### config.mk
export PLATFORM = sky130hd
export DESIGN_NAME = ascon_block_sequencer_flat
export DESIGN_NICKNAME = d
export VERILOG_FILES = /design/src/rtl/ascon_block_sequencer_pkg.sv /design/src/rtl/ascon_block_sequencer_if.sv /design/src/rtl/ascon_block_sequencer_pad.sv /design/src/rtl/ascon_block_sequencer.sv /design/src/flat_wrapper.sv
export SDC_FILE = /design/constraint.sdc
export NUM_CORES = 2
export LEC_CHECK = 0
export ABC_AREA = 0
export BUFFER_PORTS_ARGS = -buffer_cell sky130_fd_sc_hd__buf_2
export CAP_MARGIN = 25
export CORE_MARGIN = 5
export CORE_UTILIZATION = 40
export DETAILED_ROUTE_END_ITERATION = 6
export PLACE_DENSITY = 0.69
export SLEW_MARGIN = 20
export SYNTH_ARGS = -nofsm -noshare
export SYNTH_HDL_FRONTEND = slang
export SYNTH_SLANG_ARGS = --single-unit
### constraint.sdc
create_clock -name wb_clk_i -period 3.5 [get_ports wb_clk_i]
set_input_delay 0.175 -clock wb_clk_i [delete_from_list [all_inputs] [get_ports wb_clk_i]]
set_output_delay 0.175 -clock wb_clk_i [all_outputs]
set_load 0.01 [all_outputs]
### src/rtl/ascon_block_sequencer_pkg.sv
// ============================================================================
// Module      : ascon_block_sequencer_pkg
// Description : Shared state encoding and region constants for the sequencer.
// Revision    : 1.0 - initial release
// ============================================================================
`default_nettype none

package ascon_block_sequencer_pkg;

  typedef enum logic [2:0] {
    S_IDLE    = 3'd0,
    S_AD      = 3'd1,
    S_DATA    = 3'd2,
    S_WAIT_CT = 3'd3,
    S_DONE    = 3'd4
  } seq_state_t;

  localparam logic [7:0] PAD_BYTE  = 8'h80;
  localparam int         c_ad_base = 0;

  // Data region sits directly after the AD region in the window.
  function automatic int data_base(input int ad_words);
    return c_ad_base + ad_words;
  endfunction

endpackage

`default_nettype wire

### src/rtl/ascon_block_sequencer_if.sv
// ============================================================================
// Module      : ascon_block_sequencer_if
// Description : Memory-window, block and control signals of the sequencer.
// Revision    : 1.0 - initial release
// ============================================================================
`default_nettype none

interface ascon_block_sequencer_if #(
  parameter int ADDR_W = 5
);
  logic [ADDR_W-1:0] wb_addr_i;
  logic [31:0]       wb_wdata_i;
  logic              mem_we_ni;
  logic [31:0]       mem_rdata_o;
  logic              start_i;
  logic [4:0]        ad_len_i;
  logic [7:0]        data_len_i;
  logic [63:0]       blk_data_o;
  logic              blk_valid_o;
  logic              blk_ready_i;
  logic              blk_is_ad_o;
  logic              blk_last_o;
  logic [3:0]        blk_bytes_o;
  logic [63:0]       ct_data_i;
  logic              ct_valid_i;
  logic              busy_o;
  logic              done_o;
  logic              len_err_o;

  modport slave (
    input  wb_addr_i, wb_wdata_i, mem_we_ni, start_i, ad_len_i, data_len_i,
           blk_ready_i, ct_data_i, ct_valid_i,
    output mem_rdata_o, blk_data_o, blk_valid_o, blk_is_ad_o, blk_last_o,
           blk_bytes_o, busy_o, done_o, len_err_o
  );

  modport master (
    output wb_addr_i, wb_wdata_i, mem_we_ni, start_i, ad_len_i, data_len_i,
           blk_ready_i, ct_data_i, ct_valid_i,
    input  mem_rdata_o, blk_data_o, blk_valid_o, blk_is_ad_o, blk_last_o,
           blk_bytes_o, busy_o, done_o, len_err_o
  );
endinterface

`default_nettype wire

### src/rtl/ascon_block_sequencer_pad.sv
// ============================================================================
// Module      : ascon_pad_unit
// Description : Combinational 10*-style padding of one 64-bit block.
// Revision    : 1.0 - initial release
// ============================================================================
`default_nettype none

module ascon_pad_unit
  import ascon_block_sequencer_pkg::*;
(
  input  logic [63:0] i_raw,
  input  logic [7:0]  i_rem,
  output logic [63:0] o_padded,
  output logic [3:0]  o_bytes,
  output logic [7:0]  o_mask
);

  for (genvar j = 0; j < 8; j++) begin : g_byte
    assign o_mask[j] = i_rem > 8'(j);
    assign o_padded[63-8*j -: 8] = o_mask[j]       ? i_raw[63-8*j -: 8] :
                                   (i_rem == 8'(j)) ? PAD_BYTE : 8'h00;
  end

  assign o_bytes = (i_rem >= 8'd8) ? 4'd8 : i_rem[3:0];

endmodule

`default_nettype wire

### src/rtl/ascon_block_sequencer.sv
// ============================================================================
// Module      : ascon_block_sequencer
// Description : Message buffer; streams padded AD/data blocks to the ASCON
//               core and writes processed data blocks back in place.
// Revision    : 1.0 - initial release
// ============================================================================
`default_nettype none

module ascon_block_sequencer
  import ascon_block_sequencer_pkg::*;
#(
  parameter int AD_WORDS   = 8,
  parameter int DATA_WORDS = 24,
  parameter int ADDR_W     = 5
) (
  input  logic                   wb_clk_i,
  input  logic                   wb_rst_ni,
  ascon_block_sequencer_if.slave bus
);

  localparam int               c_total     = AD_WORDS + DATA_WORDS;
  localparam int               c_aw        = ADDR_W + 1;
  localparam int               c_idx_w     = $clog2(DATA_WORDS/2 + 1);
  localparam logic [c_aw-1:0]  c_total_a   = c_aw'(c_total);
  localparam logic [c_aw-1:0]  c_data_base = c_aw'(data_base(AD_WORDS));
  localparam logic [8:0]       c_data_max  = 9'(4*DATA_WORDS);

  seq_state_t           r_state, w_state_nx;
  logic [7:0]           r_rem, w_rem_nx;
  logic [7:0]           r_data_len, w_data_len_nx;
  logic [c_idx_w-1:0]   r_idx, w_idx_nx;
  logic                 r_len_err, w_len_err_nx;
  logic [31:0]          r_buf [c_total];
  logic [31:0]          r_rdata;

  logic                 w_busy, w_is_ad, w_valid, w_accept, w_last;
  logic                 w_host_we, w_wb_en, w_clamp;
  logic [7:0]           w_dlen_c;
  logic [c_aw-1:0]      w_addr_hi, w_addr_lo;
  logic [31:0]          w_raw_hi, w_raw_lo;
  logic [63:0]          w_padded;
  logic [3:0]           w_bytes;
  logic [7:0]           w_mask;

  assign w_busy    = (r_state != S_IDLE);
  assign w_is_ad   = (r_state == S_AD);
  assign w_valid   = (r_state == S_AD) || (r_state == S_DATA);
  assign w_accept  = w_valid && bus.blk_ready_i;
  assign w_last    = (r_rem < 8'd8);
  assign w_host_we = !bus.mem_we_ni && !w_busy;
  assign w_clamp   = ({1'b0, bus.data_len_i} > c_data_max);
  assign w_dlen_c  = w_clamp ? c_data_max[7:0] : bus.data_len_i;

  // Pad blocks may index one block past the region; those read as zero.
  assign w_addr_hi = (w_is_ad ? c_aw'(c_ad_base) : c_data_base) + c_aw'({r_idx, 1'b0});
  assign w_addr_lo = w_addr_hi + c_aw'(1);
  assign w_raw_hi  = (w_addr_hi < c_total_a) ? r_buf[w_addr_hi[ADDR_W-1:0]] : 32'h0;
  assign w_raw_lo  = (w_addr_lo < c_total_a) ? r_buf[w_addr_lo[ADDR_W-1:0]] : 32'h0;

  ascon_pad_unit u_pad (
    .i_raw    ({w_raw_hi, w_raw_lo}),
    .i_rem    (r_rem),
    .o_padded (w_padded),
    .o_bytes  (w_bytes),
    .o_mask   (w_mask)
  );

  always_comb begin
    w_state_nx    = r_state;
    w_rem_nx      = r_rem;
    w_idx_nx      = r_idx;
    w_data_len_nx = r_data_len;
    w_len_err_nx  = r_len_err;
    w_wb_en       = 1'b0;
    case (r_state)
      S_IDLE: begin
        if (bus.start_i) begin
          w_len_err_nx  = w_clamp;
          w_data_len_nx = w_dlen_c;
          w_idx_nx      = '0;
          if (bus.ad_len_i != 5'd0) begin
            w_state_nx = S_AD;
            w_rem_nx   = {3'b000, bus.ad_len_i};
          end else begin
            w_state_nx = S_DATA;
            w_rem_nx   = w_dlen_c;
          end
        end
      end
      S_AD: begin
        if (w_accept) begin
          if (w_last) begin
            w_state_nx = S_DATA;
            w_rem_nx   = r_data_len;
            w_idx_nx   = '0;
          end else begin
            w_rem_nx   = r_rem - 8'd8;
            w_idx_nx   = r_idx + c_idx_w'(1);
          end
        end
      end
      S_DATA: begin
        if (w_accept) w_state_nx = S_WAIT_CT;
      end
      S_WAIT_CT: begin
        if (bus.ct_valid_i) begin
          w_wb_en = 1'b1;
          if (w_last) begin
            w_state_nx = S_DONE;
          end else begin
            w_state_nx = S_DATA;
            w_rem_nx   = r_rem - 8'd8;
            w_idx_nx   = r_idx + c_idx_w'(1);
          end
        end
      end
      S_DONE:  w_state_nx = S_IDLE;
      default: w_state_nx = S_IDLE;
    endcase
  end

  always_ff @(posedge wb_clk_i or negedge wb_rst_ni) begin
    if (!wb_rst_ni) begin
      r_state    <= S_IDLE;
      r_rem      <= '0;
      r_idx      <= '0;
      r_data_len <= '0;
      r_len_err  <= 1'b0;
      r_rdata    <= '0;
    end else begin
      r_state    <= w_state_nx;
      r_rem      <= w_rem_nx;
      r_idx      <= w_idx_nx;
      r_data_len <= w_data_len_nx;
      r_len_err  <= w_len_err_nx;
      r_rdata    <= ({1'b0, bus.wb_addr_i} < c_total_a) ? r_buf[bus.wb_addr_i] : 32'h0;
    end
  end

  // Single write port: host writes only when idle, write-back only in WAIT_CT.
  always_ff @(posedge wb_clk_i) begin
    for (int w = 0; w < c_total; w++) begin
      for (int b = 0; b < 4; b++) begin
        if (w_host_we && ({1'b0, bus.wb_addr_i} == c_aw'(w)))
          r_buf[w][31-8*b -: 8] <= bus.wb_wdata_i[31-8*b -: 8];
        else if (w_wb_en && (w_addr_hi == c_aw'(w)) && w_mask[b])
          r_buf[w][31-8*b -: 8] <= bus.ct_data_i[63-8*b -: 8];
        else if (w_wb_en && (w_addr_lo == c_aw'(w)) && w_mask[4+b])
          r_buf[w][31-8*b -: 8] <= bus.ct_data_i[31-8*b -: 8];
      end
    end
  end

  assign bus.mem_rdata_o = r_rdata;
  assign bus.blk_valid_o = w_valid;
  assign bus.blk_data_o  = w_valid ? w_padded : 64'h0;
  assign bus.blk_is_ad_o = w_is_ad;
  assign bus.blk_last_o  = w_valid && w_last;
  assign bus.blk_bytes_o = w_valid ? w_bytes : 4'd0;
  assign bus.busy_o      = w_busy;
  assign bus.done_o      = (r_state == S_DONE);
  assign bus.len_err_o   = r_len_err;

endmodule

`default_nettype wire
### src/flat_wrapper.sv
// flat-port wrapper written by rule: the top's interface ports become plain ports
module ascon_block_sequencer_flat import ascon_block_sequencer_pkg::*;
#(
  parameter int AD_WORDS   = 8,
  parameter int DATA_WORDS = 24,
  parameter int ADDR_W     = 5
)
  (wb_clk_i, wb_rst_ni, bus_wb_addr_i, bus_wb_wdata_i, bus_mem_we_ni, bus_start_i, bus_ad_len_i, bus_data_len_i, bus_blk_ready_i, bus_ct_data_i, bus_ct_valid_i, bus_mem_rdata_o, bus_blk_data_o, bus_blk_valid_o, bus_blk_is_ad_o, bus_blk_last_o, bus_blk_bytes_o, bus_busy_o, bus_done_o, bus_len_err_o);
  ascon_block_sequencer_if #(.ADDR_W(ADDR_W)) bus_i ();
  input  logic wb_clk_i;
  input  logic wb_rst_ni;
  input wire logic [$bits(bus_i.wb_addr_i)-1:0] bus_wb_addr_i;
  input wire logic [$bits(bus_i.wb_wdata_i)-1:0] bus_wb_wdata_i;
  input wire logic [$bits(bus_i.mem_we_ni)-1:0] bus_mem_we_ni;
  input wire logic [$bits(bus_i.start_i)-1:0] bus_start_i;
  input wire logic [$bits(bus_i.ad_len_i)-1:0] bus_ad_len_i;
  input wire logic [$bits(bus_i.data_len_i)-1:0] bus_data_len_i;
  input wire logic [$bits(bus_i.blk_ready_i)-1:0] bus_blk_ready_i;
  input wire logic [$bits(bus_i.ct_data_i)-1:0] bus_ct_data_i;
  input wire logic [$bits(bus_i.ct_valid_i)-1:0] bus_ct_valid_i;
  output wire logic [$bits(bus_i.mem_rdata_o)-1:0] bus_mem_rdata_o;
  output wire logic [$bits(bus_i.blk_data_o)-1:0] bus_blk_data_o;
  output wire logic [$bits(bus_i.blk_valid_o)-1:0] bus_blk_valid_o;
  output wire logic [$bits(bus_i.blk_is_ad_o)-1:0] bus_blk_is_ad_o;
  output wire logic [$bits(bus_i.blk_last_o)-1:0] bus_blk_last_o;
  output wire logic [$bits(bus_i.blk_bytes_o)-1:0] bus_blk_bytes_o;
  output wire logic [$bits(bus_i.busy_o)-1:0] bus_busy_o;
  output wire logic [$bits(bus_i.done_o)-1:0] bus_done_o;
  output wire logic [$bits(bus_i.len_err_o)-1:0] bus_len_err_o;
  assign bus_i.wb_addr_i = bus_wb_addr_i;
  assign bus_i.wb_wdata_i = bus_wb_wdata_i;
  assign bus_i.mem_we_ni = bus_mem_we_ni;
  assign bus_i.start_i = bus_start_i;
  assign bus_i.ad_len_i = bus_ad_len_i;
  assign bus_i.data_len_i = bus_data_len_i;
  assign bus_i.blk_ready_i = bus_blk_ready_i;
  assign bus_i.ct_data_i = bus_ct_data_i;
  assign bus_i.ct_valid_i = bus_ct_valid_i;
  assign bus_mem_rdata_o = bus_i.mem_rdata_o;
  assign bus_blk_data_o = bus_i.blk_data_o;
  assign bus_blk_valid_o = bus_i.blk_valid_o;
  assign bus_blk_is_ad_o = bus_i.blk_is_ad_o;
  assign bus_blk_last_o = bus_i.blk_last_o;
  assign bus_blk_bytes_o = bus_i.blk_bytes_o;
  assign bus_busy_o = bus_i.busy_o;
  assign bus_done_o = bus_i.done_o;
  assign bus_len_err_o = bus_i.len_err_o;
  ascon_block_sequencer #(.AD_WORDS(AD_WORDS), .DATA_WORDS(DATA_WORDS), .ADDR_W(ADDR_W)) u_core (.wb_clk_i(wb_clk_i), .wb_rst_ni(wb_rst_ni), .bus(bus_i));
endmodule
* Yosys cells after proc, flatten, opt, wreduce, memory -nomap -nowiden
Memories as Yosys holds them, arrays and structs flattened. A register that Yosys moved wholly into a read port is not among the register bits.
Index checks and enable logic that the tools add are counted.
** Storage, ports and cells
- Flip-flop bits (word level) :: 24
- Bits in writable memories :: 1024
- Bits of input ports :: 120
- Output and inout port bits :: 106
- Word-level logic and storage cells :: 2141
- Memories kept :: 1
** Cells by class
- Add/subtract/negate cells :: 4
- Order comparisons :: 13
- Equality and inequality tests :: 110
- Mux-type cells :: 1352
- Bitwise operators :: 256
- Reductions and logical operators :: 400
** Memory list
- u_core.r_buf :: depth 32, bits a word 32, read ports 3, clocked after Yosys merged registers in 1, wr ports 2, RTL line ascon_block_sequencer.sv:33 : logic [31:0] r_buf [c_total];
** Operators with widths (count)
- $mux W8 :: 279
- $mux W32 :: 32
- $mux W1 :: 962
- $reduce_or A32 Y1 :: 30
- $logic_and A1 B1 Y1 :: 355
- $or A1 B1 Y1 :: 256
- $eq A6 B5 Y1 const B :: 32
- $mux W4 :: 38
- $mux W5 :: 30
- $eq A6 B4 Y1 const B :: 16
- $eq A5 B5 Y1 const B :: 16
- $mux W64 :: 1
- $eq A6 B3 Y1 const B :: 8
- $eq A5 B4 Y1 const B :: 8
- $eq A8 B3 Y1 const B :: 4
- $gt A8 B3 Y1 const B :: 4
- $eq A6 B2 Y1 const B :: 4
- $pmux W8 S3 :: 1
- $eq A5 B3 Y1 const B :: 4
- $mux W3 :: 6
- $eq A8 B2 Y1 const B :: 2
- $gt A8 B1 Y1 const B :: 2
- $gt A8 B2 Y1 const B :: 2
- $eq A6 B1 Y1 const B :: 2
- 29 further kinds :: 41

* Depth between registers and ports, before layout
- Depth in word-level cells :: 32
- Mapped depth :: 12

* Modules after synthesis
From an unflattened synthesis, not the netlist that was laid out.
** Second synthesis, totals
- Cell total of the unflattened synthesis :: 4309
- Area, all modules :: 65147.5 um2
** Modules (own cells, without submodules)
- ascon_block_sequencer :: instances 1, cells each 4211, area each 64549.4 um2, sequential area each 32150.8 um2
- ascon_pad_unit :: instances 1, cells each 98, area each 598.1 um2, sequential area each 0.0 um2

* Worst setup path before layout
OpenSTA, ideal clock, no wires.
- Path kind :: reg-to-reg
- Start point :: register u_core.r_state[0]
- End point :: memory u_core.r_buf[1][24] (enable)
- Data arrival time :: 2.998 ns
- Slack :: 0.118 ns
- Cell stages (with the launch flop) :: 13
- Path through :: dfrtp_1 buf_2 nor2b_1 clkbuf_1 nand2_1 ha_1 ha_1 clkbuf_1 nand2b_1 a31oi_1 nand2_1 buf_2 o21ai_0
** RTL lines
- start, declared :: RTL line ascon_block_sequencer.sv:28 : seq_state_t r_state, w_state_nx;
- start signal, assigned :: RTL line ascon_block_sequencer.sv:131 : r_state <= w_state_nx;
- end, declared :: RTL line ascon_block_sequencer.sv:33

* Worst setup path after layout
- Start point :: register u_core.r_state[2]
- End point :: output port bus_blk_data_o[39]
** Between the ends
- Longest elaborated chain between the ends :: 7
- Elaborated cells on any way between the ends :: 10
** Ends and longest elaborated chain
- $eq A3 B1 Y1 :: RTL line ascon_block_sequencer.sv:46, ascon_block_sequencer.sv:47
- $mux W4 :: RTL line ascon_block_sequencer.sv:55 : assign w_addr_hi = (w_is_ad ? c_aw'(c_ad_base) : c_data_base) + c_aw'({r_idx, 1'b0});
- $add A6 B5 Y6 :: RTL line ascon_block_sequencer.sv:55
- $mem_v2 Z32 W32 / $lt A6 B6 Y1 (equally long branches)
- $mux W32 :: RTL line ascon_block_sequencer.sv:57 : assign w_raw_hi = (w_addr_hi < c_total_a) ? r_buf[w_addr_hi[ADDR_W-1:0]] : 32'h0;
- $mux W8 :: RTL line ascon_block_sequencer_pad.sv:20 : assign o_padded[63-8*j -: 8] = o_mask[j] ? i_raw[63-8*j -: 8] :
- $mux W64 (*) :: RTL line ascon_block_sequencer.sv:156 : assign bus.blk_data_o = w_valid ? w_padded : 64'h0;
- end, declared :: RTL line flat_wrapper.sv:22 : output wire logic [$bits(bus_i.blk_data_o)-1:0] bus_blk_data_o;
Mark *: on every way between the ends. The rest lies on a longest branch, timed or not.

==> results by group <==
Status
  – Status: finished, violations left
  – Failing checks: design-rule violations, negative setup slack

Setup path
  – Critical path data arrival time: 3.38 ns
  – Worst Setup SP: u_core.r_state[2]
  – Worst r2r src: u_core.r_state[2]
  – Crit path capture type: output port
  – Crit Path Max Fanout: 13
  – Critical Path RT: 3.32 ns
  – Type of the worst setup path: reg2out
  – Startpoint class of the critical path: flop

Timing
  – Fin Clk Skew: between 0.03 and 0.04 ns
  – Worst setup margin: -0.0544 ns
  – Post-route minimum period: 3.55 ns
  – RSZ-0062 raised after global routing: yes
  – Worst slew margin: 0.370
  – Crit share post-route: 1.02
  – FMAX: between 200 and 300 MHz
  – Pins Over Slew Limit: 0
  – WHS: 0.00351 ns
  – Number of setup violations in the final report: 3
  – Fin. Hold Viols: 0
  – Worst slew pin tran: 0.938 ns

Final layout
  – Layout area overhead: 16.5%
  – Fillers: between 10,000 and 15,000
  – Nets: between 4,000 and 5,000
  – Share of cells above drive strength 1: 0.576
  – Final non-filler cell total: between 6,000 and 7,000

Synth
  – Synth top area cells: edfxtp_1 (48%), mux4_2 (20%), mux2_2 (19%), dfrtp_1 (2.2%), mux2i_1 (1.4%)
  – Most frequent cell after synthesis: mux2_2
  – Post-synth top area cell: edfxtp_1
  – Post-synth top cells: mux2_2 (1,057), edfxtp_1 (1,024), mux4_2 (562)
  – Seq cells post-synth: 1,080
  – Post-synth EDFFs: approximately 1,000
  – Syn_nets: slightly above 4,000
  – Yosys cell types: 65
  – Synth Flop Type: edfxtp_1
  – Post-synth top area share: 0.483
  – Post-synthesis sequential area ratio: 0.505
  – Post-Synthesis Cells: 3,905
  – Mean Syn Cell Area: ~16 um^2
  – FFs w/ async S/R, synth: 0.0519
  – Synth warn: 0
  – Cell Area, Synth: between 60,000 and 70,000 um^2

Die
  – Site Rows: around 150
  – Chip height: around 400 um
  – Placeable core area: approximately 160,000 um^2
  – Die W: between 400 and 500 um
  – Initial Utilization: 0.402
  – Full die area: 167,000 um^2
  – I/O Pins: about 230

Clock network
  – CTS sink count: 1,080
  – CTS root buffer: clkbuf_16
  – CTS tree: yes
  – Clk Latency, worst-skew pair: 0.76 ns
  – CTS Buf Count: around 120
  – Clock Path Buffers: 3
  – CTS H-tree depth: 3
  – Clk pin slew, worst setup/hold paths: 0.06 ns

Routing
  – Drt wl/cell: roughly 38 um
  – Max layer used: met5
  – Final wirelength: approximately 250 mm
  – Routed wl met3: approximately 35 mm
  – DRT met1 WL: a little under 90 mm
  – Met2 wire length: between 100 and 150 mm
  – Vias: roughly 44,000
  – Remaining DRCs: 31
  – First-iteration detailed-routing DRC count: between 7,000 and 8,000
  – TritonRoute pass-1 iters: 7
  – Post-route antenna net violation count: 0
  – Vias per cell: between 6 and 7

Global routing
  – GR Overflow Total: 0
  – Initial antenna violation count: 31
  – Largest net degree at the start of global routing: between 90 and 100
  – Vias in the first global route: between 40,000 and 50,000
  – First-pass GRT wire length: roughly 340 mm
  – Total track usage: 0.286

Power
  – Leak: between 20 and 30 nW
  – Register share of total power: 0.309
  – Power density cells: ~700 nW/um^2
  – Max IR drop VDD: roughly 0.66 mV
  – Switch Pwr: approximately 19 mW
  – Clock power frac: 0.252
  – Comb power frac: 0.439
  – Switching share of power: 0.371
  – Internal power: between 30 and 40 mW

Placement
  – Input/output buffers: 225
  – Gp weighted congestion: slightly above 1
  – Dpl cells: between 6,000 and 7,000
  – DP HPWL: roughly 160 mm

Hold path
  – Worst hold path class: in2async

Flow run
  – Max-cap viol count: 0
==> registers in the layout, indices dropped and copies added, names as in the netlist <==
signal                  cells
u_core.r_buf             1024
u_core.bus.mem_rdata_o     32
u_core.r_data_len           8
u_core.r_rem                8
u_core.r_idx                4
u_core.r_state              3
u_core.bus.len_err_o        1
==> layer usage <==
layer / vias up / global-route usage
li1: 16888 / -
met1: 22860 / 0.366
met2: 3718 / 0.422
met3: 873 / 0.111
met4: 20 / 0.151
met5: - / 0.00316
==> worst max-delay path, stage by stage, from the launching register on <==
cell	delay (ns)
dfrtp_1	0.39
nor2b_2	0.17
nand2_2	0.12
ha_4	0.20
ha_4	0.32
buf_16	0.20
nor2b_4	0.33
a22oi_1	0.11
and3_1	0.21
o22ai_2	0.22
buf_4	0.21
buf_2	0.13
==> logic make-up (layout without fill, tap and decap cells) <==
kind of cell / Yosys count / in the layout / synth area share
buf+inv: 386 / 901 / 0.0264
compound gates: 232 / 232 / 0.0253
other cells: 0 / 18 / 0
mux: 1706 / 1706 / 0.400
flops: 1080 / 1080 / 0.505
xor+xnor: 1 / 1 / 0.000138
simple gates: 491 / 491 / 0.0416
fa+ha+maj: 9 / 9 / 0.00177
==> cells in the final DEF, fill, tap and decap left out, types with 47 or more instances in the layout <==
| master | count |
|---|---|
| dfrtp_1 | 53 |
| dlygate4sd3_1 | 66 |
| buf_2 | 220 |
| mux2i_1 | 87 |
| a211oi_1 | 54 |
| nor2_2 | 54 |
| edfxtp_1 | 1024 |
| o21ai_1 | 49 |
| mux4_2 | 562 |
| and2_1 | 47 |
| buf_4 | 327 |
| mux2_2 | 1057 |
| nand2_1 | 173 |
| clkbuf_16 | 125 |
==> worst paths after layout <==
kind                                         endpoint  slack [ns]  depth (start not counted)
setup reg to reg                  u_core.r_buf[20][5]        0.13                         11
max in group asynchronous  u_core.bus.mem_rdata_o[11]        2.57                          3
setup / recovery                   bus_blk_data_o[39]       -0.05                         11
hold / removal                   u_core.bus.len_err_o       0.004                          2
min in group wb_clk_i            u_core.r_buf[25][22]        0.03                          2
hold reg to reg                  u_core.r_data_len[7]        0.51                          1
==> metrics by stage <==
stage,util,total power [mW],setup slack (ns),area [um^2],TNS [ns]
after detailed placement,0.434,36.0,-0.0862,68600,-0.194
after global placement,0.434,35.8,-0.0679,68600,-0.150
final,0.469,51.4,-0.0544,74200,-0.105
after floorplan,-,27.7,0.118,63600,0
after global routing,0.469,52.5,-0.0358,74100,-0.0886
after CTS,0.467,50.3,-0.00280,73900,-0.00280
==> layout make-up <==
class                           instances  area [um^2]  share of cell area
Multi-Input combinational cell       2439        30000               0.405
Sequential cell                      1080        32200               0.434
Clock buffer                          143         3160              0.0426
Antenna cell                           18         45.0            0.000607
Tap cell                             2072         2590              0.0350
Inverter                               14         57.6            0.000776
Timing Repair Buffer                  661         5340              0.0720
Clock inverter                         83          773              0.0104
==> power groups by stage <==
stage	Clock, mW	Combinational, mW	Sequential, mW
global route	13.6	23.0	15.9
global placement	0	19.8	16.0
floorplan	0	11.8	15.8
CTS	13.0	21.4	15.8
detailed placement	0	19.9	16.1
finish	13.0	22.6	15.9
==> timing repair <==
| item | CTS | global route |
|---|---|---|
| buffers inserted | 15 | 12 |
| endpoints found under the setup margin | 63 | 36 |
| hold endpoints to repair | 517 | 0 |
| cloned | 7 | 3 |
| pin swaps | 3 | 2 |
| resized for setup | 48 | 19 |
| hold buffers | 66 | 0 |
No activity file was read; power rests on OpenSTA's default activity.
